**src/rtl/fifo_stim_driver.sv**
```systemverilog
// -----------------------------------------------------------------------------
// fifo_stim_driver
//   Driving end of a FIFO self-test: resets the FIFO under test, then runs a
//   fixed FILL -> DRAIN -> MIXED stimulus sequence with LFSR data. While the
//   sequence runs it counts the FIFO's wr_ack / overflow / underflow responses.
//   All outputs are registered and change on posedge clk.
//
// Parameters
//   FIFO_WIDTH    data_in width (<= 16)
//   FIFO_DEPTH    depth of the FIFO under test; FILL and DRAIN each last
//                 FIFO_DEPTH+2 cycles, so each phase forces two over/underflows
//   MIXED_CYCLES  length of the random write/read phase
//   RST_CYCLES    cycles fifo_rst_n is held low per run (>= 1)
//   LFSR_SEED     seed used when the seed port is zero
//
// Ports
//   clk, rst      clock, synchronous active-high reset
//   start         start a run (only honoured in IDLE/DONE)
//   seed          LFSR seed, captured when start is accepted
//   wr_ack, overflow, underflow   FIFO responses to be counted
//   fifo_rst_n    active-low reset to the FIFO
//   data_in, wr_en, rd_en         FIFO stimulus
//   busy          high in RST_DUT/FILL/DRAIN/MIXED
//   done          high in DONE
//   phase         0 IDLE, 1 RST_DUT, 2 FILL, 3 DRAIN, 4 MIXED, 5 DONE
//   wr_ack_cnt, ovf_cnt, udf_cnt  saturating response counters
// -----------------------------------------------------------------------------
module fifo_stim_driver #(
  parameter int unsigned FIFO_WIDTH   = 16,
  parameter int unsigned FIFO_DEPTH   = 8,
  parameter int unsigned MIXED_CYCLES = 64,
  parameter int unsigned RST_CYCLES   = 2,
  parameter logic [15:0] LFSR_SEED    = 16'hACE1
) (
  input  logic                  clk,
  input  logic                  rst,
  input  logic                  start,
  input  logic [15:0]           seed,
  input  logic                  wr_ack,
  input  logic                  overflow,
  input  logic                  underflow,
  output logic                  fifo_rst_n,
  output logic [FIFO_WIDTH-1:0] data_in,
  output logic                  wr_en,
  output logic                  rd_en,
  output logic                  busy,
  output logic                  done,
  output logic [2:0]            phase,
  output logic [15:0]           wr_ack_cnt,
  output logic [15:0]           ovf_cnt,
  output logic [15:0]           udf_cnt
);

  typedef enum logic [2:0] {
    S_IDLE    = 3'd0,
    S_RST_DUT = 3'd1,
    S_FILL    = 3'd2,
    S_DRAIN   = 3'd3,
    S_MIXED   = 3'd4,
    S_DONE    = 3'd5
  } state_t;

  // The phase timer holds (length - 1) on entry and the phase ends when it
  // reads zero, so every phase lasts exactly its nominal length.
  localparam logic [15:0] RST_LOAD = 16'(RST_CYCLES - 1);
  localparam logic [15:0] FD_LOAD  = 16'(FIFO_DEPTH + 1);
  localparam logic [15:0] MIX_LOAD = 16'(MIXED_CYCLES - 1);

  state_t      state;
  logic [15:0] tmr;
  logic [15:0] lfsr;
  logic        done_first;
  logic        count_en;

  // x^16 + x^14 + x^13 + x^11 + 1, Fibonacci form, shifting left.
  function automatic logic [15:0] lfsr_step(input logic [15:0] v);
    return {v[14:0], v[15] ^ v[13] ^ v[12] ^ v[10]};
  endfunction

  function automatic logic [15:0] sat_inc(input logic [15:0] c, input logic hit);
    return (hit && (c != 16'hFFFF)) ? c + 16'd1 : c;
  endfunction

  // The first DONE cycle still counts: the FIFO flags are registered, so the
  // response to the final MIXED stimulus cycle arrives one cycle late.
  always_comb begin
    count_en = 1'b0;
    case (state)
      S_FILL, S_DRAIN, S_MIXED: count_en = 1'b1;
      S_DONE:                   count_en = done_first;
      default:                  count_en = 1'b0;
    endcase
  end

  assign phase = state;

  always_ff @(posedge clk) begin
    if (rst) begin
      state      <= S_IDLE;
      tmr        <= '0;
      lfsr       <= LFSR_SEED;
      done_first <= 1'b0;
      fifo_rst_n <= 1'b0;
      data_in    <= '0;
      wr_en      <= 1'b0;
      rd_en      <= 1'b0;
      busy       <= 1'b0;
      done       <= 1'b0;
      wr_ack_cnt <= '0;
      ovf_cnt    <= '0;
      udf_cnt    <= '0;
    end else begin
      done_first <= 1'b0;

      if (count_en) begin
        wr_ack_cnt <= sat_inc(wr_ack_cnt, wr_ack);
        ovf_cnt    <= sat_inc(ovf_cnt, overflow);
        udf_cnt    <= sat_inc(udf_cnt, underflow);
      end

      case (state)
        S_IDLE, S_DONE: begin
          fifo_rst_n <= 1'b1;
          wr_en      <= 1'b0;
          rd_en      <= 1'b0;
          if (start) begin
            state      <= S_RST_DUT;
            tmr        <= RST_LOAD;
            lfsr       <= (seed == 16'h0000) ? LFSR_SEED : seed;
            fifo_rst_n <= 1'b0;
            busy       <= 1'b1;
            done       <= 1'b0;
            // Clearing here overrides the first-DONE-cycle increment above.
            wr_ack_cnt <= '0;
            ovf_cnt    <= '0;
            udf_cnt    <= '0;
          end
        end

        S_RST_DUT: begin
          if (tmr == 16'd0) begin
            state      <= S_FILL;
            tmr        <= FD_LOAD;
            fifo_rst_n <= 1'b1;
            wr_en      <= 1'b1;
            rd_en      <= 1'b0;
            // First FILL word is the captured seed itself.
            data_in    <= lfsr[FIFO_WIDTH-1:0];
            lfsr       <= lfsr_step(lfsr);
          end else begin
            tmr <= tmr - 16'd1;
          end
        end

        S_FILL: begin
          data_in <= lfsr[FIFO_WIDTH-1:0];
          lfsr    <= lfsr_step(lfsr);
          if (tmr == 16'd0) begin
            state <= S_DRAIN;
            tmr   <= FD_LOAD;
            wr_en <= 1'b0;
            rd_en <= 1'b1;
          end else begin
            tmr <= tmr - 16'd1;
          end
        end

        S_DRAIN: begin
          data_in <= lfsr[FIFO_WIDTH-1:0];
          lfsr    <= lfsr_step(lfsr);
          if (tmr == 16'd0) begin
            state <= S_MIXED;
            tmr   <= MIX_LOAD;
            wr_en <= lfsr[0];
            rd_en <= lfsr[1];
          end
          else begin
            tmr <= tmr - 16'd1;
          end
        end

        S_MIXED: begin
          if (tmr == 16'd0) begin
            // data_in and the LFSR hold from here on.
            state      <= S_DONE;
            wr_en      <= 1'b0;
            rd_en      <= 1'b0;
            busy       <= 1'b0;
            done       <= 1'b1;
            done_first <= 1'b1;
          end else begin
            tmr     <= tmr - 16'd1;
            wr_en   <= lfsr[0];
            rd_en   <= lfsr[1];
            data_in <= lfsr[FIFO_WIDTH-1:0];
            lfsr    <= lfsr_step(lfsr);
          end
        end

        default: begin
          state <= S_IDLE;
          wr_en <= 1'b0;
          rd_en <= 1'b0;
          busy  <= 1'b0;
          done  <= 1'b0;
        end
      endcase
    end
  end

endmodule

```
**config.mk**
```make
export PLATFORM = sky130hd
export DESIGN_NAME = fifo_stim_driver
export DESIGN_NICKNAME = d
export VERILOG_FILES = /design/src/rtl/fifo_stim_driver.sv
export SDC_FILE = /design/constraint.sdc
export NUM_CORES = 1
export LEC_CHECK = 0
export CORE_UTILIZATION = 25
export DETAILED_ROUTE_END_ITERATION = 8
export GPL_TIMING_DRIVEN = 0
export PLACE_DENSITY = 0.43
export SKIP_LAST_GASP = 1
export SYNTH_ARGS = -nofsm -noshare
export SYNTH_HDL_FRONTEND = slang
export SYNTH_SLANG_ARGS = --single-unit
```
**constraint.sdc**
```tcl
create_clock -name clk -period 4.4 [get_ports clk]
set_input_delay 0.88 -clock clk [delete_from_list [all_inputs] [get_ports clk]]
set_output_delay 0.88 -clock clk [all_outputs]
set_load 0.05 [all_outputs]
```
Word level (Yosys, flattened, before mapping)
Index checks and enable logic that the tools add are counted.
Storage, ports and cells
  flip-flop bits (word level): 105
  bits of input ports: 22
  output and inout bits: 72
  logic and storage cells: 106
Operators by class
  add/sub/neg operators: 4
  equal/unequal tests: 14
  multiplexer cells: 47
  bitwise gates (word level): 5
  reductions and logical operators: 23
Operators by type and width (count)
  two-way mux 16 bit: 22
  case mux 16 bit (4 select lines): 2
  adder 16 x 1 -> 16 bit (second input constant): 3
  inequality test 16 bit (second input constant): 3
  case mux 16 bit (3 select lines): 1
  logical NOT 16 bit: 2
  subtractor 16 x 1 -> 16 bit (second input constant): 1
  two-way mux 3 bit: 5
  case mux 3 bit (5 select lines): 1
  inequality test 2 bit (second input constant): 6
  AND reduction 3 bit: 4
  two-way mux 1 bit: 10
  case mux 1 bit (4 select lines): 2
  nonzero test 4 bit: 2
  OR reduction 2 bit: 4
  equality test 3 x 2 -> 1 bit (second input constant): 2
  equality test 3 bit (second input constant): 2
  case mux 1 bit (3 select lines): 2
  OR reduction 3 bit: 2
  AND reduction 5 bit: 1
  case mux 1 bit (2 select lines): 2
  AND reduction 4 bit: 1
  equality test 3 x 1 -> 1 bit (second input constant): 1
  logical AND 1 bit: 3
  6 further kinds: 9

Depth between registers and ports, before layout
  depth in word-level cells: 6
  gate-level depth with buffers: 9
  depth with buffers taken out: 7

Least setup slack after synthesis
Ideal clock, no wire load.
  path type: input-to-reg
  start: input start
  end: register tmr[6]
  setup time: 0.070 ns
  arrival: 2.377 ns
  required time: 4.330 ns
  setup slack: 1.953 ns
  stages: 7
  buffers on the path: 2
  cells stage by stage: clkbuf_1 nor2b_1 o21ai_2 o211ai_1 clkbuf_8 or4_2 a21oi_1
On the way
  longest elaborated chain between the ends: 2
RTL lines
  from (decl): line 37  | input logic start,
  inequality test 2 bit (no source line)
  AND reduction 3 bit (no source line)
  to (signal assigned): line 151  | tmr <= tmr - 16'd1;
  to (signal assigned): line 164  | tmr <= tmr - 16'd1;
  to (signal assigned): line 178  | tmr <= tmr - 16'd1;
  to (decl): line 70  | logic [15:0] tmr;
No other way between the ends.
A chain may end at the register's enable or synchronous reset.

Final worst setup path
  start: register state[1] (netlist: phase[1])
  end: register lfsr[15]
On the way
  longest elaborated chain between the ends: 4
  elaborated cells on any way between the ends: 14
  classes of those cells: eq/ne: 8; mux: 1; reduce/logical: 5
RTL lines
  from (decl): line 69  | state_t state;
  from (signal assigned): line 99  | state <= S_IDLE;
  from (signal assigned): line 127  | state <= S_RST_DUT;
  from (signal assigned): line 142  | state <= S_FILL;
  equality test 3 x 2 -> 1 bit, or another cell as far along: line 121  | case (state)
  OR reduction 2 bit (on tied branches)
  nonzero test 4 bit (no source line) or inequality test 2 bit (tied branches)
  AND reduction 4 bit (no source line)
  to (signal assigned): line 129  | lfsr <= (seed == 16'h0000) ? LFSR_SEED : seed;
  to (signal assigned): line 149  | lfsr <= lfsr_step(lfsr);
  to (signal assigned): line 157  | lfsr <= lfsr_step(lfsr);
  to (decl): line 71  | logic [15:0] lfsr;
Parallel ways exist; a longest one is shown, timed or not.

==> metrics.txt <==
die width ~150 um; ys flop type dfxtp_1; Crit path required time 4.65 ns; Post-Route WL around 17 mm; io pins 94; most common cell after layout, fill and taps aside dfxtp_1; R2R setup slack about 1.6 ns; vias in the first global route 5059; pwr/cell area slightly above 600 nW/um^2; crit path max fanout 10; worst clock skew ~0.0087 ns; antenna violations before repair 0; CP startpoint kind flip-flop; Worst Setup SP phase[1]; Max Root-Sink Buffers 2; Worst VDD drop 263 uV; Post-CTS Setup Inserts 0; Async SR Flop Fraction 0; yosys warns 0; outcome complete, no violations; hold_buf cts 0; Synth cell types between 60 and 70; Die Ht 149 um; syn_nets roughly 670; DR iter-0 viols between 200 and 300; Total GRT Usage 0.157; CTS buffer count 9; HP Class flip-flop to flip-flop; endpoint class of the critical path flip-flop; DPL Wire Length 12.7 mm; worst reg-to-reg path cell count 7; Slew Limit Headroom 0.352; # fillers ~2200; via count between 5000 and 6000; grt total ovfl 0; Root Driver clkbuf_16; hold path startpoint data_in[0]; post-route ant nets 0; unrepaired setup endpoints after global routing no; Leak between 2 and 2.5 nW; worst setup path category flip-flop to flip-flop; Period minus WS final 2.83 ns; CTS tree built; final net count between 700 and 800; Min Hold Slack 0.476 ns; first-pass GRT wire length 27.3 mm; Least-Margin Pin Slew between 0.9 and 1 ns; DR WL/cell between 15 and 20 um; maxcap violations 0; R2R Path End lfsr[15]; period utilization 0.644; Mapped Cells around 640; Avg Cell Area, Syn 8.43 sq um; Num Clock Sinks between 100 and 150; worst skew pair latency ~0.36 ns; Clock Pin Slew Worst Setup and Hold Paths 0.08 ns; site row count 53; RR Startpoint phase[1]; Post-Syn Area 5430 sq um; most frequent cells in the layout dfxtp_1, clkdlybuf4s50_1, a21oi_1, nand2_1, nor2_1; DR DRC count 0; multi-input logic area approximately 3000 sq um; IO Port Bufs slightly above 90; Seq. cell area around 2100 sq um; RD Place Congestion between 0.8 and 0.9; final hold violations 0; register area share after synthesis 0.387; DR pass1 iterations 4; H-Tree Depth 3; synth-to-layout area growth 29.1%; synthesized flop and latch total 105; EDFF count, synth 0; Hold EP data_in[0]; die footprint 22300 sq um; Setup TNS Final 0 ns; core area 21200 sq um; vias per std cell slightly above 5; Crit path arrival time between 3 and 4 ns; final setup fails 0; Final Max Tran Viols 0; Hold Path Depth 2; largest net degree at the start of global routing 19; Initial Util 0.257; layout cells sized above 1 0.0598; post-CTS sizing 0; antenna fix cells 0; achievable frequency 0.353 GHz
## Yosys cell counts (6+ instances only)
cell | number | share of area
a211o_2 | 6 | 0.011
a21oi_1 | 55 | 0.051
a311oi_1 | 10 | 0.016
and3_1 | 10 | 0.012
and4_1 | 6 | 0.0097
clkbuf_1 | 26 | 0.018
dfxtp_1 | 105 | 0.39
inv_1 | 9 | 0.0062
mux2i_1 | 18 | 0.033
nand2_1 | 49 | 0.034
nand2b_1 | 35 | 0.040
nand3_1 | 30 | 0.028
nand4_1 | 15 | 0.017
nor2_1 | 44 | 0.030
nor3_1 | 19 | 0.018
nor4_1 | 16 | 0.018
o211ai_1 | 8 | 0.011
o21ai_0 | 30 | 0.028
o31ai_1 | 13 | 0.018
or3_1 | 28 | 0.032
or4_1 | 17 | 0.024
xnor2_1 | 8 | 0.013
xor2_1 | 12 | 0.019
## per-stage QoR
stage               setup slack [ns]   util  std cells  area (sq um)  total power [mW]
CTS                             1.55  0.331       1027          7000              4.30
detailed placement              1.42  0.316       1011          6690              3.42
global route                    1.36  0.331       1027          7000              4.56
floorplan                       1.95      -        644          5430              2.83
global placement                1.37  0.316       1011          6690              3.39
finish                          1.57  0.331       1027          7000              4.27
## state kept, by name, indices dropped and copies added (netlist names)
| register | count |
|---|---|
| data_in | 16 |
| done | 1 |
| udf_cnt | 16 |
| tmr | 16 |
| wr_en | 1 |
| busy | 1 |
| ovf_cnt | 16 |
| phase | 3 |
| wr_ack_cnt | 16 |
| rd_en | 1 |
| fifo_rst_n | 1 |
| done_first | 1 |
| lfsr | 16 |
## layer usage
layer / GRT usage / share of wire / vias up
li1: - / - / 2601
met1: 0.214 / 0.48 / 2557
met2: 0.245 / 0.46 / 132
met3: 0.0358 / 0.046 / 15
met4: 0.0454 / 0.016 / 0
met5: 0 / 0 / -
## worst max-delay path by stage
stage,cells after the start,slack (ns),endpoint
2_1_floorplan,7,1.95,tmr[6]
3_5_place_dp,5,1.42,done_first
4_1_cts,7,1.55,lfsr[15]
3_3_place_gp,5,1.37,done_first
6_report,7,1.57,lfsr[15]
5_1_grt,7,1.36,lfsr[15]
## logic make-up (layout without fill, tap and decap cells)
kind of cell / count (synthesis) / in the layout / share of synthesized area
XOR/XNOR: 20 / 20 / 0.0323
flip-flops: 105 / 105 / 0.387
adder cells (fa/ha/maj): 5 / 5 / 0.0115
AO/OA/AOI/OAI: 158 / 158 / 0.192
AND/OR/NAND/NOR: 288 / 288 / 0.292
buffers and inverters: 49 / 157 / 0.0491
multiplexers: 19 / 19 / 0.0353
## power breakdown
| part | switching (mW) | total (mW) | leakage, nW | internal, mW |
|---|---|---|---|---|
| sequential | 0.177 | 1.31 | 0.854 | 1.13 |
| clock | 0.394 | 0.860 | 0.153 | 0.466 |
| combinational | 1.33 | 2.10 | 1.43 | 0.779 |
| total | 1.90 | 4.27 | 2.44 | 2.37 |
## layout make-up
| class | count | area share |
|---|---|---|
| buffer | 39 | 0.0327 |
| clock buffer | 10 | 0.0341 |
| clock inverter | 6 | 0.0105 |
| inverter | 10 | 0.00536 |
| multi-input combinational | 490 | 0.437 |
| sequential | 105 | 0.300 |
| tap | 275 | 0.0491 |
| timing repair buffer | 92 | 0.131 |
## critical path, cell delays in order, from the launching register on
cell and delay [ns]:
dfxtp_1 0.32, buf_4 0.16, nor2_1 0.43, nand2_1 0.27, o211ai_1 0.58, clkbuf_1 0.50, nor4_1 0.16, a211o_1 0.29
Note: power is estimated with default switching activity, not from simulation.
